File: config.mk
export PLATFORM = sky130hd
export DESIGN_NAME = memory_ctrl
export DESIGN_NICKNAME = d
export VERILOG_FILES = /design/src/rtl/memory_ctrl.sv
export SDC_FILE = /design/constraint.sdc
export NUM_CORES = 2
export LEC_CHECK = 0
export CAP_MARGIN = 20
export CORE_MARGIN = 3
export CORE_UTILIZATION = 30
export DETAILED_ROUTE_END_ITERATION = 16
export GPL_TIMING_DRIVEN = 0
export SYNTH_ARGS = -nofsm -noshare
export SYNTH_HDL_FRONTEND = slang
export SYNTH_SLANG_ARGS = --single-unit
File: constraint.sdc
create_clock -name clock -period 5.1 [get_ports clock]
set_input_delay 1.02 -clock clock [delete_from_list [all_inputs] [get_ports clock]]
set_output_delay 1.02 -clock clock [all_outputs]
set_load 0.05 [all_outputs]
File: src/rtl/memory_ctrl.sv
// memory_ctrl: single-port load/store RAM with a fixed access latency and busy/done handshake.
// Operands are captured when a request is accepted; the access commits on the completion edge.
module memory_ctrl #(
  parameter int         DATA_W   = 8,
  parameter int         ADDR_W   = 8,
  parameter int         DEPTH    = 256,
  parameter int         LATENCY  = 4,
  parameter logic [2:0] OP_STORE = 3'b100,
  parameter logic [2:0] OP_LOAD  = 3'b101
) (
  input  logic              clock,
  input  logic              reset,
  input  logic [2:0]        instruction,
  input  logic [DATA_W-1:0] reg_alpha,
  input  logic [ADDR_W-1:0] reg_beta,
  output logic [DATA_W-1:0] data_out,
  output logic              busy,
  output logic              done,
  output logic              addr_err,
  output logic              out_signal
);

  localparam int CNT_W = (LATENCY > 1) ? $clog2(LATENCY) : 1;
  localparam int IDX_W = (DEPTH > 1) ? $clog2(DEPTH) : 1;
  localparam logic [CNT_W-1:0] CNT_LOAD = CNT_W'(LATENCY - 1);
  localparam logic [ADDR_W:0]  DEPTH_L  = (ADDR_W + 1)'(DEPTH);

  typedef enum logic {IDLE, BUSY} state_t;

  state_t            state, state_nxt;
  logic              accept, complete;
  logic [CNT_W-1:0]  cnt_p0;
  logic              store_p0;
  logic [DATA_W-1:0] data_p0;
  logic [ADDR_W-1:0] addr_p0;
  logic              in_range;
  logic [IDX_W-1:0]  idx;
  logic [DATA_W-1:0] mem [DEPTH];

  function automatic logic addr_in_range(input logic [ADDR_W-1:0] a);
    return ({1'b0, a} < DEPTH_L);
  endfunction

  assign busy     = (state == BUSY);
  assign in_range = addr_in_range(addr_p0);
  assign idx      = addr_p0[IDX_W-1:0];

  always_comb begin
    state_nxt = state;
    accept    = 1'b0;
    complete  = 1'b0;
    case (state)
      IDLE: begin
        if (instruction == OP_LOAD || instruction == OP_STORE) begin
          accept    = 1'b1;
          state_nxt = BUSY;
        end
      end
      BUSY: begin
        if (cnt_p0 == '0) begin
          complete  = 1'b1;
          state_nxt = IDLE;
        end
      end
      default: state_nxt = IDLE;
    endcase
  end

  always_ff @(posedge clock) begin
    if (reset) begin
      state  <= IDLE;
      cnt_p0 <= '0;
    end else begin
      state <= state_nxt;
      if (accept)
        cnt_p0 <= CNT_LOAD;
      else if (busy && cnt_p0 != '0)
        cnt_p0 <= cnt_p0 - CNT_W'(1);
    end
  end

  // p0: operands captured at accept; later input changes cannot disturb the access in flight
  always_ff @(posedge clock) begin
    if (accept) begin
      store_p0 <= (instruction == OP_STORE);
      data_p0  <= reg_alpha;
      addr_p0  <= reg_beta;
    end
  end

  // completion: commit store / update load result, pulse done and addr_err
  always_ff @(posedge clock) begin
    if (reset) begin
      done       <= 1'b0;
      addr_err   <= 1'b0;
      out_signal <= 1'b0;
      data_out   <= '0;
    end else begin
      done     <= complete;
      addr_err <= complete && !in_range;
      if (complete) begin
        out_signal <= ~out_signal;
        if (!store_p0)
          data_out <= in_range ? mem[idx] : '0;
      end
    end
  end

  // A reset on the completion edge aborts the store, so it is gated here too
  always_ff @(posedge clock) begin
    if (!reset && complete && store_p0 && in_range)
      mem[idx] <= data_p0;
  end

endmodule

# Word-level counts from Yosys, hierarchy flattened
# Memories as Yosys holds them, arrays and structs flattened. A register that Yosys moved wholly into a read port is not among the register bits.
# Index checks and enable logic that the tools add are counted.
word_totals:
  register_bits: 22
  latch_bits: 0
  ramBits: 2048
  rom_bits: 0
  in_bits: 21
  word_cells: 33
  mem_count: 1
op_classes:
  n_addsub: 1
  multipliers: 0
  div_mod_pow: 0
  order_cmp: 0
  eq_ne: 2
  shifts: 0
  mux: 10
  bitwise: 3
  n_reduce_logical: 9
mem_list:
  columns: ["name", "words", "word_bits", "rd", "rd_clocked_by_memory_dff", "wr", "line_no", "source"]
  rows:
  - ["mem", 256, 8, 1, 1, 1, "38", "logic [DATA_W-1:0] mem [DEPTH];"]
op_table:
  columns: ["operator", "count"]
  rows:
  - ["$mux 1", 7]
  - ["$eq 3x3->1 const B", 2]
  - ["$mux 2", 2]
  - ["$reduce_bool 2->1", 2]
  - ["$logic_and 1x1->1", 3]
  - ["$not 1->1", 3]
  - ["$logic_not 2->1", 1]
  - ["$pmux 1 s2", 1]
  - ["$reduce_and 2->1", 1]
  - ["$sub 2x1->2 const B", 1]
  - ["$logic_not 1->1", 1]
  - ["$logic_or 1x1->1", 1]

# Longest topological paths before layout
logic_depth:
  ltp_word: 7
  ltp_mapped: 12
  mapped_depth_nobuf: 8

# Least setup slack after synthesis
# Ideal clock, no wire load.
synth_path:
  path_type: "register to register"
  from: "register data_p0[0]"
  to: "memory mem[0][0] (data pin)"
  arrival_ns: 3.228
  required_time_ns: 4.283
  slack_ns: 1.054
  stages_incl_launch_ff: 1
  path_buffers: 0
  synth_period_minus_slack_ns: 4.046
  cell_sequence: "edfxtp_1"
synth_rtl:
  columns: ["element", "line_no", "source"]
  rows:
  - ["from (decl)", "34", "logic [DATA_W-1:0] data_p0;"]
  - ["from (signal assigned)", "86", "data_p0 <= reg_alpha;"]
  - ["to (decl)", "38", null]
# No word-level cell before the write port.

# Worst setup path after layout
layout_path:
  from: "register addr_p0[1]"
  to: "memory mem[102][0], enable pin"
layout_rtl:
  columns: ["element", "line_no", "source"]
  rows:
  - ["from (decl)", "35", "logic [ADDR_W-1:0] addr_p0;"]
  - ["from (signal assigned)", "87", "addr_p0 <= reg_beta;"]
# No word-level cell before the write port.

==> summary.md <==
| Metric | Value |
|---|---|
| Number of global-route vias before repair | `42520` |
| Crit share post-route | `104.6%` |
| WHS Path Cells | `1` |
| CTS Buf Count | `205` |
| Final Hold Vio Count | `0` |
| Final #Nets | `4136` |
| Synth-to-Final Area Change | `17.64%` |
| Outcome | `complete, but fails checks` |
| Top FF cell, synth | `edfxtp_1` |
| Worst reg2reg startpoint | `addr_p0[1]$_DFFE_PP_` |
| Via-per-instance ratio | `5.690` |
| Max cap viols | `0` |
| Crit path kind | `flop to flop` |
| Synth Net Count | `3790` |
| # hold bufs at CTS | `0` |
| I/O pin cnt | `33` |
| GP Congestion | `0.9884` |
| Die outline height | `524.2 um` |
| Clk sinks | `2078` |
| Relative slew slack | `14.03%` |
| Hold path startpoint | `cnt_p0[0]$_SDFFE_PP0P_` |
| Fraction of layout cells with a size suffix above 1 | `27.96%` |
| Wirelength per Cell | `37.31 um` |
| Dpl ws | `-1.419 ns` |
| Die X | `524.2 um` |
| CP endpoint kind | `flop` |
| Simple-gate share of the synthesized area | `2.965%` |
| Fmax achieved | `0.1874 GHz` |
| WL final | `292.0 mm` |
| Post-Synth XOR/XNOR Area | `0.01087%` |
| Crit-path cells | `buf_4 > buf_4 > buf_4 > buf_6 > clkinv_1 > nor3_1 > nand2_1 > clkbuf_4 > nor2_1` |
| EDFF count, synth | `2065` |
| Required time worst endpoint | `5.59 ns` |
| Die ar. | `274800 um2` |
| CP top delay family | `buffers and inverters` |
| Cell Rows | `189` |
| Min Tclk post-route | `5.337 ns` |
| Buffers on Ports | `31` |
| RSZ-0062 raised after global routing | `yes` |
| Adder-cell share of the synthesized area | `0.01553%` |
| Non-Filler Instances | `7827` |
| Worst Reg-to-Reg Cells | `9` |
| Via count | `44530` |
| Most area-consuming cells after synthesis | `edfxtp_1, mux4_2, mux2i_1` |
| DRC | `0` |
| DP Wirelength | `197.6 mm` |
| CP startpoint | `addr_p0[1]$_DFFE_PP_` |
| Overall power | `35250 uW` |
| WP buf/inv | `6` |
| Cells after Synth | `3768` |
| CORE AREA | `266300 um2` |
| Failing checks | `setup timing` |
| Pin count of the biggest net entering global routing | `36` |
| Effective utilization at floorplan | `30.25%` |
| Seq/Total Area, Yosys | `77.30%` |
| CTS clk-pin slew, worst paths | `0.06 ns` |
| Top cell type by total area after synthesis | `edfxtp_1` |
| Fin worst setup slack | `-0.2370 ns` |
| Setup crit start kind | `flop` |
| Worst-path maximum fanout | `11` |
| Fillers | `24470` |
| Syn. warnings | `0` |
| Top-area cell type share of the netlist area | `76.98%` |
| Cell repeated most along the worst path | `buf_4` |
| Setup_tns | `-24.79 ns` |
| Synthesized cell area | `80560 um2` |
| Htree depth | `4` |
| CTS Buffer Depth | `3` |
| Grt ovf | `0` |
| Root Driver | `clkbuf_16` |
| Placed insts | `7439` |
| Main combinational cell family by area after synthesis | `multiplexers` |
| Detail Route Antenna Nets | `0` |
| Final Slew Violations | `0` |
| First-pass GRT wire length | `386.0 mm` |
| Final Setup Violations | `336` |
| Mean Syn Cell Area | `21.38 um2` |
| Lkg Pwr | `0.02908 uW` |
| Asr flop ratio synth | `0%` |
| WP depth | `9` |
| Post-synthesis mux area share | `16.08%` |
| Synth Area in Compound Gates | `2.084%` |
| DRT Pass-1 Iters | `6` |
| Max incr delay on CP | `0.84 ns` |
| Fin util | `35.59%` |
| Hold crit path type | `flop to flop` |
| Register bit total from synthesis | `2078` |
| Skew final | `0.05156 ns` |
| Max VDD drop | `0.0004004 V` |
| Power density cells | `372.0 nW/um2` |
| CTS tree | `built` |
| Initial DRC count | `7629` |
| Post-synth cell types | `65` |
| Crit-path slowest cell | `nor2_1` |
| Critical path arrival | `5.83 ns` |
| Clk_lat worst skew | `0.88 ns` |
| Initial antenna violation count | `12` |
| Worst-Margin Slew | `1.286 ns` |
| Total track usage | `20.88%` |
[final timing paths]
| path | to | slack, ns |
|---|---|---|
| setup reg to reg | mem[102][0]$_DFFE_PP_ | -0.24 |
| hold reg to reg | cnt_p0[0]$_SDFFE_PP0P_ | 0.48 |
| hold / removal | cnt_p0[0]$_SDFFE_PP0P_ | 0.48 |
| setup / recovery | mem[102][0]$_DFFE_PP_ | -0.24 |
[Yosys cell counts (all sizes together) (6+ instances only)]
cell type and count:
edfxtp 2065, mux4 500, nor2 297, mux2i 160, buf 141, nand2 98, clkbuf 82, nand3 62
a22oi 58, o22ai 37, a211oi 30, nor2b 28, o21ai 23, a21oi 17, nand4 16, dfxtp 13
inv 10, a31oi 9, a32oi 9, mux2 8, nand2b 8, nor3 8, a311oi 6, nand3b 6
[layer usage]
| metal | GRT usage [%] | up-vias | share of wire, % |
|---|---|---|---|
| met5 | 0.4851 | - | 0.094 |
| met4 | 12.09 | 12 | 7.1 |
| met3 | 7.472 | 828 | 13 |
| met2 | 30.56 | 3434 | 43 |
| met1 | 26.73 | 23780 | 36 |
| li1 | - | 16480 | - |
[metrics by stage]
step           cell area (um2)  hold slack [ns]
5_1_grt                  94740           0.4840
3_5_place_dp             87880           0.4645
2_1_floorplan            80560           0.4367
4_1_cts                  94660           0.4773
6_report                 94770           0.4821
3_3_place_gp             85290           0.4626
[state kept, by name (all words and copies together), names as in the netlist]
| register | flops |
|---|---|
| mem | 2048 |
| addr_p0 | 8 |
| data_out | 8 |
| data_p0 | 8 |
| cnt_p0 | 2 |
| busy | 1 |
| done | 1 |
| out_signal | 1 |
| store_p0 | 1 |
[cell type report]
| cell class | count | area [um2] | area share [%] |
|---|---|---|---|
| Antenna cell | 10 | 25.02 | 0.02641 |
| Buffer | 220 | 1262 | 1.332 |
| Clock buffer | 259 | 5394 | 5.692 |
| Clock inverter | 118 | 982.2 | 1.036 |
| Inverter | 12 | 45.04 | 0.04753 |
| Multi-Input combinational cell | 1455 | 17470 | 18.44 |
| Sequential cell | 2078 | 62270 | 65.71 |
| Tap cell | 3533 | 4420 | 4.664 |
| Timing Repair Buffer | 142 | 2897 | 3.056 |
[cell families (layout without fill, tap and decap cells)]
kind of cell / after synthesis / after routing
fa+ha+maj: 1 / 1
xor+xnor: 1 / 1
buf+inv: 235 / 751
flops: 2078 / 2078
other cells: 1 / 11
mux: 668 / 668
simple gates: 549 / 549
compound gates: 235 / 235
[where the power goes]
part | switching, uW | total, uW | leakage, uW | internal [uW]
Sequential | 23.0 | 18700 | 0.0187 | 18700
Clock | 6720 | 14700 | 0.00313 | 7940
Combinational | 1260 | 1860 | 0.00729 | 601
Total | 8000 | 35300 | 0.0291 | 27200
[placed cells by master, fill, tap and decap left out, types with 6 or more instances in the layout]
master           Yosys  layout
clkbuf_1            82     108
edfxtp_1          2065    2065
a31oi_1              9       9
clkbuf_16            0     206
clkdlybuf4s50_1      0      31
nand2b_1             8       8
a22oi_1             58      58
dfxtp_1             13      13
mux4_2             499     499
diode_2              0      10
nor2_2               0     103
a211oi_1            30      30
o22ai_1             37      37
clkbuf_4             0      10
buf_16               0      78
a21oi_1             17      17
buf_2               83      71
mux2_2               8       8
mux2i_1            160     160
buf_6               14      17
nand3_1             62      58
a311oi_1             6       6
nand2_1             98      98
inv_16               0       6
buf_8                0      24
nand3b_1             6       6
nor2b_1             28      28
bufinv_16            0       8
inv_1                9       9
clkinv_2             0      49
a32oi_1              9       9
nand4_1             16      16
clkbuf_2             0      11
buf_4               39      57
nor2_4               0      18
nor2_1             297     176
nor3_1               8       8
o21ai_0             23      23
clkinv_1             2      43
[timing repair]
item,in CTS,in global routing
endpoints found under the setup margin,1671,214
buffers inserted,0,3
resized for setup,146,20
Power figures use the tool's default switching activity.
